<file path="src/rtl/alu_pkg.sv">
// -----------------------------------------------------------------------------
// alu_pkg
// Shared definitions for the ALU arbiter slice: ALUOp encodings, the
// arbiter FSM state type and the default datapath width.
// No ports (package).
// -----------------------------------------------------------------------------
package alu_pkg;

   localparam int ALU_WIDTH = 32;

   localparam logic [3:0] OP_PASSA = 4'b1010;
   localparam logic [3:0] OP_AND   = 4'b1000;
   localparam logic [3:0] OP_NOR   = 4'b0001;
   localparam logic [3:0] OP_OR    = 4'b1110;
   localparam logic [3:0] OP_XNOR  = 4'b1001;
   localparam logic [3:0] OP_XOR   = 4'b0110;

   typedef enum logic [1:0] {
      IDLE = 2'd0,
      EXEC = 2'd1,
      RESP = 2'd2
   } arb_state_t;

endpackage : alu_pkg

</file>
<file path="src/rtl/alu_arbiter_if.sv">
// -----------------------------------------------------------------------------
// alu_arbiter_if
// Bundles the two requester ports, the response handshake, the shared-ALU
// drive/result signals and the busy flag.
//   slave  : arbiter side (consumes requests, drives the ALU and responses)
//   master : environment side (requesters + shared ALU)
// Signals: req_valid/req_ready[1:0], req_op0/1, req_a0/1, req_b0/1,
//          resp_valid/resp_ready[1:0], resp_data, alu_op, alu_a, alu_b,
//          alu_result, busy.
// -----------------------------------------------------------------------------
interface alu_arbiter_if
   import alu_pkg::*;
#(
   parameter int WIDTH = ALU_WIDTH
);
   logic [1:0]       req_valid;
   logic [1:0]       req_ready;
   logic [3:0]       req_op0;
   logic [3:0]       req_op1;
   logic [WIDTH-1:0] req_a0;
   logic [WIDTH-1:0] req_a1;
   logic [WIDTH-1:0] req_b0;
   logic [WIDTH-1:0] req_b1;
   logic [1:0]       resp_valid;
   logic [1:0]       resp_ready;
   logic [WIDTH-1:0] resp_data;
   logic [3:0]       alu_op;
   logic [WIDTH-1:0] alu_a;
   logic [WIDTH-1:0] alu_b;
   logic [WIDTH-1:0] alu_result;
   logic             busy;

   modport slave (
      input  req_valid, req_op0, req_op1, req_a0, req_a1, req_b0, req_b1,
      input  resp_ready, alu_result,
      output req_ready, resp_valid, resp_data, alu_op, alu_a, alu_b, busy
   );

   modport master (
      output req_valid, req_op0, req_op1, req_a0, req_a1, req_b0, req_b1,
      output resp_ready, alu_result,
      input  req_ready, resp_valid, resp_data, alu_op, alu_a, alu_b, busy
   );

endinterface : alu_arbiter_if

</file>
<file path="src/rtl/alu_rr_pick.sv">
// -----------------------------------------------------------------------------
// alu_rr_pick
// Combinational two-way grant picker.
//   i_valid[1:0] : per-port request valid
//   i_ptr        : round-robin priority pointer (port favoured on contention)
//   o_grant[1:0] : one-hot grant (zero when nothing is valid)
//   o_any        : at least one port is valid
// Build option ALU_ARB_RR_EN: defined -> round-robin on contention using
// i_ptr; undefined -> fixed priority, port 0 wins and i_ptr is ignored.
// -----------------------------------------------------------------------------
module alu_rr_pick (
   input  logic [1:0] i_valid,
   input  logic       i_ptr,
   output logic [1:0] o_grant,
   output logic       o_any
);

`ifdef ALU_ARB_RR_EN
   always_comb begin
      o_grant = i_valid;
      // Contention is the only case where the pointer matters.
      if (i_valid == 2'b11) begin
         o_grant = i_ptr ? 2'b10 : 2'b01;
      end
   end
`else
   logic w_unused_ptr;
   assign w_unused_ptr = i_ptr;

   always_comb begin
      o_grant = 2'b00;
      if (i_valid[0]) begin
         o_grant = 2'b01;
      end else if (i_valid[1]) begin
         o_grant = 2'b10;
      end
   end
`endif

   assign o_any = |i_valid;

endmodule : alu_rr_pick

</file>
<file path="src/rtl/alu_arbiter.sv">
// -----------------------------------------------------------------------------
// alu_arbiter
// Shares one combinational ALU between two requesters. One operation is
// accepted in IDLE, the ALU is driven from registered operands for one EXEC
// cycle, the result is captured and returned to the owning port in RESP.
//   clk  : clock, all state on rising edge
//   rst  : asynchronous active-high reset (drops any in-flight op)
//   bus  : alu_arbiter_if.slave (requests, responses, ALU drive, busy)
// Build option ALU_ARB_RR_EN: defined -> round-robin grant with a 1-bit
// pointer; undefined -> fixed priority to port 0, no pointer register.
// -----------------------------------------------------------------------------
module alu_arbiter
   import alu_pkg::*;
#(
   parameter int WIDTH = ALU_WIDTH
) (
   input  logic         clk,
   input  logic         rst,
   alu_arbiter_if.slave bus
);

   arb_state_t       r_state;
   arb_state_t       w_state_nxt;
   logic             r_owner;
   logic [3:0]       r_alu_op;
   logic [WIDTH-1:0] r_alu_a;
   logic [WIDTH-1:0] r_alu_b;
   logic [WIDTH-1:0] r_resp_data;

   logic [1:0]       w_grant;
   logic             w_any;
   logic             w_ptr;
   logic             w_accept;
   logic [1:0]       w_req_ready;
   logic [1:0]       w_resp_valid;
   logic             w_busy;

`ifdef ALU_ARB_RR_EN
   logic r_ptr;

   // After an accept the pointer favours the port that was not granted.
   always_ff @(posedge clk or posedge rst) begin
      if (rst) begin
         r_ptr <= 1'b0;
      end else if (w_accept) begin
         r_ptr <= ~w_grant[1];
      end
   end

   assign w_ptr = r_ptr;
`else
   assign w_ptr = 1'b0;
`endif

   alu_rr_pick u_pick (
      .i_valid (bus.req_valid),
      .i_ptr   (w_ptr),
      .o_grant (w_grant),
      .o_any   (w_any)
   );

   // State register
   always_ff @(posedge clk or posedge rst) begin
      if (rst) begin
         r_state <= IDLE;
      end else begin
         r_state <= w_state_nxt;
      end
   end

   // Next state and handshake outputs
   always_comb begin
      w_state_nxt  = r_state;
      w_req_ready  = 2'b00;
      w_resp_valid = 2'b00;
      w_busy       = 1'b1;
      w_accept     = 1'b0;
      case (r_state)
         IDLE: begin
            w_busy      = 1'b0;
            w_req_ready = w_grant;
            // The granted port is always valid, so any valid bit is a handshake.
            if (w_any) begin
               w_accept    = 1'b1;
               w_state_nxt = EXEC;
            end
         end
         EXEC: begin
            w_state_nxt = RESP;
         end
         RESP: begin
            w_resp_valid = r_owner ? 2'b10 : 2'b01;
            if (bus.resp_ready[r_owner]) begin
               w_state_nxt = IDLE;
            end
         end
         default: begin
            w_state_nxt = IDLE;
         end
      endcase
   end

   // Operand capture on accept, result capture in EXEC; held otherwise.
   always_ff @(posedge clk or posedge rst) begin
      if (rst) begin
         r_owner     <= 1'b0;
         r_alu_op    <= OP_PASSA;
         r_alu_a     <= '0;
         r_alu_b     <= '0;
         r_resp_data <= '0;
      end else begin
         if (w_accept) begin
            r_owner  <= w_grant[1];
            r_alu_op <= w_grant[1] ? bus.req_op1 : bus.req_op0;
            r_alu_a  <= w_grant[1] ? bus.req_a1  : bus.req_a0;
            r_alu_b  <= w_grant[1] ? bus.req_b1  : bus.req_b0;
         end
         if (r_state == EXEC) begin
            r_resp_data <= bus.alu_result;
         end
      end
   end

   assign bus.req_ready  = w_req_ready;
   assign bus.resp_valid = w_resp_valid;
   assign bus.resp_data  = r_resp_data;
   assign bus.alu_op     = r_alu_op;
   assign bus.alu_a      = r_alu_a;
   assign bus.alu_b      = r_alu_b;
   assign bus.busy       = w_busy;

endmodule : alu_arbiter

</file>
<file path="src/flat_wrapper.sv">
// flat-port wrapper written by rule: the top's interface ports become plain ports
module alu_arbiter_flat import alu_pkg::*;
#(
   parameter int WIDTH = ALU_WIDTH
)
  (clk, rst, bus_req_valid, bus_req_op0, bus_req_op1, bus_req_a0, bus_req_a1, bus_req_b0, bus_req_b1, bus_resp_ready, bus_alu_result, bus_req_ready, bus_resp_valid, bus_resp_data, bus_alu_op, bus_alu_a, bus_alu_b, bus_busy);
  alu_arbiter_if #(.WIDTH(WIDTH)) bus_i ();
  input  logic clk;
  input  logic rst;
  input wire logic [$bits(bus_i.req_valid)-1:0] bus_req_valid;
  input wire logic [$bits(bus_i.req_op0)-1:0] bus_req_op0;
  input wire logic [$bits(bus_i.req_op1)-1:0] bus_req_op1;
  input wire logic [$bits(bus_i.req_a0)-1:0] bus_req_a0;
  input wire logic [$bits(bus_i.req_a1)-1:0] bus_req_a1;
  input wire logic [$bits(bus_i.req_b0)-1:0] bus_req_b0;
  input wire logic [$bits(bus_i.req_b1)-1:0] bus_req_b1;
  input wire logic [$bits(bus_i.resp_ready)-1:0] bus_resp_ready;
  input wire logic [$bits(bus_i.alu_result)-1:0] bus_alu_result;
  output wire logic [$bits(bus_i.req_ready)-1:0] bus_req_ready;
  output wire logic [$bits(bus_i.resp_valid)-1:0] bus_resp_valid;
  output wire logic [$bits(bus_i.resp_data)-1:0] bus_resp_data;
  output wire logic [$bits(bus_i.alu_op)-1:0] bus_alu_op;
  output wire logic [$bits(bus_i.alu_a)-1:0] bus_alu_a;
  output wire logic [$bits(bus_i.alu_b)-1:0] bus_alu_b;
  output wire logic [$bits(bus_i.busy)-1:0] bus_busy;
  assign bus_i.req_valid = bus_req_valid;
  assign bus_i.req_op0 = bus_req_op0;
  assign bus_i.req_op1 = bus_req_op1;
  assign bus_i.req_a0 = bus_req_a0;
  assign bus_i.req_a1 = bus_req_a1;
  assign bus_i.req_b0 = bus_req_b0;
  assign bus_i.req_b1 = bus_req_b1;
  assign bus_i.resp_ready = bus_resp_ready;
  assign bus_i.alu_result = bus_alu_result;
  assign bus_req_ready = bus_i.req_ready;
  assign bus_resp_valid = bus_i.resp_valid;
  assign bus_resp_data = bus_i.resp_data;
  assign bus_alu_op = bus_i.alu_op;
  assign bus_alu_a = bus_i.alu_a;
  assign bus_alu_b = bus_i.alu_b;
  assign bus_busy = bus_i.busy;
  alu_arbiter #(.WIDTH(WIDTH)) u_core (.clk(clk), .rst(rst), .bus(bus_i));
endmodule
</file>
<file path="config.mk">
export PLATFORM = sky130hd
export DESIGN_NAME = alu_arbiter_flat
export DESIGN_NICKNAME = d
export VERILOG_FILES = /design/src/rtl/alu_pkg.sv /design/src/rtl/alu_arbiter_if.sv /design/src/rtl/alu_rr_pick.sv /design/src/rtl/alu_arbiter.sv /design/src/flat_wrapper.sv
export SDC_FILE = /design/constraint.sdc
export NUM_CORES = 1
export LEC_CHECK = 0
export BUFFER_PORTS_ARGS = -buffer_cell sky130_fd_sc_hd__clkbuf_2
export CAP_MARGIN = 25
export CORE_AREA = 3 3 130 132
export DETAILED_ROUTE_END_ITERATION = 6
export DIE_AREA = 0 0 133 135
export MAX_ROUTING_LAYER = met4
export PLACE_DENSITY = 0.58
export SYNTH_ARGS = -nofsm -noshare
export SYNTH_HDL_FRONTEND = slang
export SYNTH_SLANG_ARGS = --single-unit
export TNS_END_PERCENT = 30
</file>
<file path="constraint.sdc">
create_clock -name clk -period 5.9 [get_ports clk]
set_input_delay 1.18 -clock clk [delete_from_list [all_inputs] [get_ports clk]]
set_output_delay 1.18 -clock clk [all_outputs]
set_load 0.005 [all_outputs]
</file>
==> reports/metrics.csv, run 1 <==
stage,metric,value,unit
outcome,status,completed,
floorplanning,die width,133,um
grt,initial antenna violation count,0,
grt,met2 Use GR,0.234,
cells_and_area,fin cells,799,
cts,number of gates resized after CTS,0,
cells_and_area,Nets,752,
placed_design,I/O Buffers,278,
detailed_routing,vias per inst,4.26,
worst_setup_path,critical path arrival,2.26,ns
detailed_routing,DRT Wirelength,11600,um
min_path,Hold Crit Start,u_core.bus.alu_b[6],
timing,Final setup viols,0,
detailed_routing,Pre-antenna DRT Iters,4,
timing,final worst slack,2.46,ns
synthesis,"FF+latch count, synth",103,
placed_design,Post-Place Setup Slack,2.40,ns
placed_design,RD Place Congestion,0.713,
grt,GR Util met3,0.0361,
floorplanning,Rows,46,
worst_setup_path,Worst setup EP type,output port,
worst_setup_path,CP startpoint,bus_req_valid[0],
worst_setup_path,Worst setup SP type,primary input,
timing,RSZ-0062 raised after global routing,false,
synthesis,Avg Inst Size Synth,15.5,um2
synthesis,Synth warnings,0,
detailed_routing,post-route DRC violation count,0,
worst_setup_path,Worst Setup Path Type,in -> out,
grt,GR peak layer,met2,
floorplanning,die area,0.0180,mm2
grt,GRT Overall Usage,0.129,
synthesis,post-synthesis sequential area ratio,0.543,
power,Worst IR Drop VDD,0.404,mV
timing,headroom to the max-slew limit,0.343,
cts,Worst-path clk slew,0.07,ns
cells_and_area,"most common cell after layout, fill and taps aside",clkbuf_2,
cts,Hold Buf Count CTS,0,
detailed_routing,ANT nets after route,0,
timing,f_max,290,MHz
power,Design Power,3.13,mW
worst_setup_path,FF-to-FF path depth,3,
timing,fin crit share,0.584,
cells_and_area,Fillers,1504,
cts,htree depth,3,
cts,CTS tree,built,
power,Power Density,473,mW/mm2
timing,Max Slew Vio Count,0,
grt,first-pass GRT wire length,18200,um
cts,clk_lat worst skew,0.34,ns
cts,root buf cell,clkbuf_16,
grt,GRT Residual Overflow,0,
timing,Clock Skew,0.00681,ns
cells_and_area,number of diodes,0,
grt,vias in the first global route,3750,
floorplanning,chip height,135,um
synthesis,Netlist cell types,15,
synthesis,dominant cell type by area after synthesis,dfrtp_1,
cts,Post-CTS Setup Inserts,0,
job,max-cap viol count,0,
cells_and_area,fin util,0.418,
synthesis,Mapped Nets,481,
cells_and_area,Layout area overhead,39.4,%
worst_setup_path,reg2reg start,u_core.r_state[1],
grt,largest net degree at the start of global routing,70,
min_path,WHS Path Cells,1,
detailed_routing,routed len/inst,14.5,um
placed_design,dpl cells,783,
cells_and_area,most used cells in the layout excluding fill and tap cells,"clkbuf_2, mux2_2, dfrtp_1",
synthesis,Post-Synthesis Cell Area,0.00475,mm2
timing,Tmin final,3.44,ns
timing,Fin Setup TNS,0,ns
timing,Hold Fails Final Rpt,0,
worst_setup_path,CP Data Required Time,4.72,ns
floorplanning,I/O pins,279,
worst_setup_path,CP max FO,69,
min_path,worst min path class,reg -> reg,
cts,Num CTS Buffers,9,
detailed_routing,DR vias,3407,
synthesis,Synth top area share,0.532,
placed_design,HPWL after detailed placement,9030,um
cts,Clock Sink Count,103,
floorplanning,Starting Density,0.300,
detailed_routing,Iter 0 DRT Violations,84,
cells_and_area,share of cells above drive strength 1,0.806,
grt,met1 Use GR,0.137,
synthesis,Post-Syn Instances,307,
floorplanning,core area,0.0158,mm2
cts,clock buffer depth,2,
timing,Worst-Margin Slew,0.986,ns
synthesis,ranking of synthesized cells by area,"dfrtp_1, mux2_2, mux2_4, buf_2, dfstp_2",
power,Leakage,3.32,nW
-- layout make-up --
class,instances,area (um2),area share
flip-flops and latches,103,2580,0.390
repair buffers,280,1410,0.212
clock buffers,9,225,0.0340
well taps,216,270,0.0408
inverters,3,13.8,0.00208
clock inverters,7,80.1,0.0121
multi-input cells,181,2050,0.309
-- report_power, final --
| part | switching (mW) | leakage, nW | internal, mW |
|---|---|---|---|
| combinational | 0.497 | 1.97 | 0.758 |
| sequential | 0.191 | 1.20 | 1.08 |
| clock | 0.273 | 0.148 | 0.335 |
| total | 0.960 | 3.32 | 2.17 |
-- cell families after synthesis --
kind of cell | count (synthesis) | share of synthesized area
muxes | 169 | 0.415
buffers and inverters | 23 | 0.0290
and+or+nand+nor | 9 | 0.00922
DFF | 103 | 0.543
AOI/OAI and AO/OA | 3 | 0.00369
-- Yosys cell counts --
cell / count
inv_1: 3
nand2b_1: 3
buf_2: 14
dfrtp_1: 101
nor2_1: 5
buf_6: 4
buf_4: 1
dfstp_2: 2
mux2_4: 18
and2_1: 1
o21a_1: 1
a21oi_1: 1
o21ai_0: 1
clkbuf_1: 1
mux2_2: 151
-- final timing paths --
path	endpoint	slack, ns
max	bus_req_ready[1]	2.46
min	u_core.bus.alu_b[6]	0.51
max reg2reg	u_core.bus.alu_a[1]	3.83
min reg2reg	u_core.bus.alu_b[6]	0.51
max in group asynchronous	u_core.bus.resp_data[8]	3.88
min in group asynchronous	u_core.bus.resp_data[14]	0.92
-- routing by layer --
metal	vias up	part of all wire
li1	1626	-
met1	1609	0.38
met2	159	0.54
met3	13	0.074
met4	0	0.014
met5	-	0
-- per-stage QoR --
| stage | hold slack (ns) | cell area [um2] |
|---|---|---|
| after global placement | 0.487 | 6320 |
| final | 0.506 | 6620 |
| after CTS | 0.508 | 6620 |
| after detailed placement | 0.492 | 6320 |
| after global routing | 0.514 | 6620 |
| after floorplan | 0.504 | 4750 |
-- critical path: stages --
cell and delay, ns:
clkbuf_2 0.11, nand2b_4 0.55, nor2_1 0.25, clkbuf_2 0.14
-- state kept, by name (all words and copies together), names as in the netlist --
signal / flops
u_core.bus.resp_data: 32
u_core.r_state: 2
u_core.bus.alu_b: 32
u_core.r_owner: 1
u_core.bus.alu_op: 4
u_core.bus.alu_a: 32
No activity file was read; power rests on OpenSTA's default activity.
==> run 2: changes to the inputs <==
ABC_AREA = 1   (was unset)
CORE_AREA = 3 3 133 135   (was 3 3 130 132)
DIE_AREA = 0 0 136 138   (was 0 0 133 135)
PLACE_DENSITY = 0.57   (was 0.58)
clock period = 3.2 ns   (was 5.9 ns; I/O delays follow)
==> run 2 against run 1 <==
Against the previous run: combinational power rose by 90%; utilization shrank 0.91 points; worst setup slack got worse by 1.5 ns; register-to-register slack lost 2.4 ns; power is 83% higher; clock-buffer cell count rose by 1; first-iteration DRC count increased to 2.9 times the previous value; worst hold slack lost 0.11 ns; synthesized area increased by 3.9%; die area rose by 4.5%; wire length grew 40%; global-route usage up 5.0 points; critical path type is now reg -> out; largest cell class unchanged.
==> reports/metrics.csv, run 2 <==
stage,metric,value,unit
outcome,status,completed,
power,Power Density,844,mW/mm2
cells_and_area,Fillers,1744,
grt,first-pass GRT wire length,26100,um
timing,Hold Fails Final Rpt,0,
floorplanning,Rows,47,
timing,fin crit share,0.696,
timing,final worst slack,0.973,ns
power,Leakage,4.14,nW
floorplanning,core area,0.0166,mm2
worst_setup_path,Worst setup EP type,output port,
worst_setup_path,cell family with most CP delay,simple AND/OR/NAND/NOR gates,
synthesis,dominant cell type by area after synthesis,dfrtp_1,
worst_setup_path,reg2reg start,u_core.r_state[1],
detailed_routing,wire length on met2,7680,um
detailed_routing,post-route DRC violation count,0,
cts,htree depth,3,
timing,Max Slew Vio Count,0,
cells_and_area,area of the multi-input gates,0.00212,mm2
detailed_routing,vias per inst,4.46,
detailed_routing,DRT met1 WL,7140,um
synthesis,"count leader, synth",nand2_1,
grt,initial antenna violation count,0,
floorplanning,die area,0.0188,mm2
worst_setup_path,r2r endpoint,u_core.bus.resp_data[23],
detailed_routing,DRT Wirelength,16200,um
worst_setup_path,CP Data Required Time,2.56,ns
synthesis,dominant synthesized flop cell,dfrtp_1,
cts,root buf cell,clkbuf_16,
worst_setup_path,critical path arrival,1.59,ns
synthesis,Avg Inst Size Synth,7.31,um2
cells_and_area,share of cells above drive strength 1,0.338,
timing,Worst-Margin Slew,0.747,ns
floorplanning,chip height,138,um
grt,vias in the first global route,5056,
synthesis,post-synthesis sequential area ratio,0.523,
worst_setup_path,Worst Setup Path Type,reg -> out,
cts,clk_lat worst skew,0.35,ns
placed_design,Post-Place Setup Slack,0.847,ns
cells_and_area,Nets,1102,
timing,Fin Setup TNS,0,ns
synthesis,Post-Synthesis Cell Area,0.00493,mm2
timing,RSZ-0062 raised after global routing,false,
min_path,worst min path class,in -> async,
timing,Clock Skew,0.00795,ns
worst_setup_path,FF-to-FF path depth,5,
detailed_routing,DR vias,5144,
cells_and_area,Sequential Area,0.00258,mm2
synthesis,Synth warnings,0,
detailed_routing,routed len/inst,14.1,um
placed_design,HPWL after detailed placement,11800,um
cells_and_area,Layout area overhead,37.6,%
worst_setup_path,Worst setup SP type,register,
worst_setup_path,highest-delay cell along the critical path,dfrtp_1,
detailed_routing,Pre-antenna DRT Iters,4,
grt,largest net degree at the start of global routing,69,
cts,Clock Sink Count,103,
cells_and_area,most used cells in the layout excluding fill and tap cells,"nand2_1, clkbuf_2, dfrtp_1",
synthesis,fraction of registers with async set/reset,1.00,
detailed_routing,WL met3,1050,um
placed_design,dpl cells,1137,
worst_setup_path,flop2flop setup slack,1.41,ns
detailed_routing,ANT nets after route,0,
cts,CTS tree,built,
cts,Num CTS Buffers,9,
synthesis,Synth top area share,0.512,
cts,Worst-path clk slew,0.08,ns
placed_design,RD Place Congestion,0.748,
floorplanning,Starting Density,0.297,
timing,Tmin final,2.23,ns
worst_setup_path,worst-path cell chain,inv_2 > or2_2 > nor2_1 > clkbuf_2,
cts,Hold Buf Count CTS,0,
timing,f_max,449,MHz
worst_setup_path,critical path's largest stage delay,0.40,ns
job,max-cap viol count,0,
cts,number of gates resized after CTS,0,
floorplanning,die width,136,um
synthesis,ranking of synthesized cells by area,"dfrtp_1, nand2_1, nand3_1, clkbuf_1, buf_2",
worst_setup_path,WP buf/inv,2,
synthesis,number of flops mapped to enable cells by yosys,0,
synthesis,Netlist cell types,17,
grt,GRT Overall Usage,0.179,
cts,Post-CTS Setup Inserts,0,
power,Worst IR Drop VDD,0.361,mV
synthesis,Post-Syn Instances,675,
synthesis,Mapped Nets,849,
timing,Fin Hold WS,0.395,ns
cts,clock buffer depth,2,
placed_design,I/O Buffers,278,
detailed_routing,uppermost layer routed,met4,
synthesis,"FF+latch count, synth",103,
detailed_routing,Iter 0 DRT Violations,247,
timing,headroom to the max-slew limit,0.501,
worst_setup_path,CP max FO,34,
synthesis,most frequent cells after synthesis,"nand2_1, dfrtp_1, nand3_1",
grt,GRT Residual Overflow,0,
floorplanning,I/O pins,279,
timing,Final setup viols,0,
cells_and_area,fin cells,1153,
cells_and_area,"most common cell after layout, fill and taps aside",nand2_1,
cells_and_area,number of diodes,0,
[run 2: how the worst max path moves through the flow]
stage                     cells past startpoint               from                    to
after floorplan                               1                rst   u_core.bus.alu_a[0]
after global placement                        7   bus_req_valid[1]  u_core.bus.alu_op[0]
after detailed placement                      7   bus_req_valid[1]   u_core.bus.alu_b[5]
after CTS                                     4  u_core.r_state[1]     bus_resp_valid[1]
after global routing                          4   bus_req_valid[1]      bus_req_ready[1]
final                                         4  u_core.r_state[1]     bus_resp_valid[1]
[run 2: stage by stage]
stage | total power, mW | util | instance area, um2
5_1_grt | 6.25 | 0.409 | 6790
3_5_place_dp | 4.75 | 0.392 | 6500
6_report | 5.73 | 0.409 | 6790
2_1_floorplan | 3.58 | - | 4940
4_1_cts | 5.83 | 0.409 | 6790
3_3_place_gp | 4.70 | 0.391 | 6480
[run 2: worst reg2reg max path, cell delays in order, from the launching register on]
cell and delay, ns:
dfrtp_1 0.41, inv_2 0.41, nand2_1 0.44, buf_16 0.30, nand2_1 0.08, nand2_1 0.05
[run 2: final cells by class]
class	instances	area share
Clock buffer	10	0.0352
Inverter	5	0.00332
Multi-Input combinational cell	521	0.312
Timing Repair Buffer	288	0.223
Clock inverter	6	0.00645
Tap cell	220	0.0406
Sequential cell	103	0.380
[run 2: report_power, final]
part | internal (mW) | total (mW) | switching [mW] | leakage, nW
combinational | 0.975 | 2.37 | 1.40 | 2.73
sequential | 1.94 | 2.31 | 0.363 | 1.27
clock | 0.552 | 1.05 | 0.499 | 0.139
total | 3.47 | 5.73 | 2.26 | 4.14
[run 2: cells by family (layout without fill, tap and decap cells)]
kind of cell           count (synthesis)  after routing  share of synthesized area
AO/OA/AOI/OAI                          3              3                    0.00380
buffers and inverters                 51            309                     0.0497
flip-flops                           103            103                      0.523
AND/OR/NAND/NOR                      518            518                      0.424
[run 2: routing by layer]
| metal | global-route usage | up-vias |
|---|---|---|
| met5 | - | - |
| met3 | 0.0338 | 23 |
| met1 | 0.219 | 2329 |
| li1 | - | 2598 |
| met2 | 0.297 | 194 |
| met4 | 0.0594 | 0 |
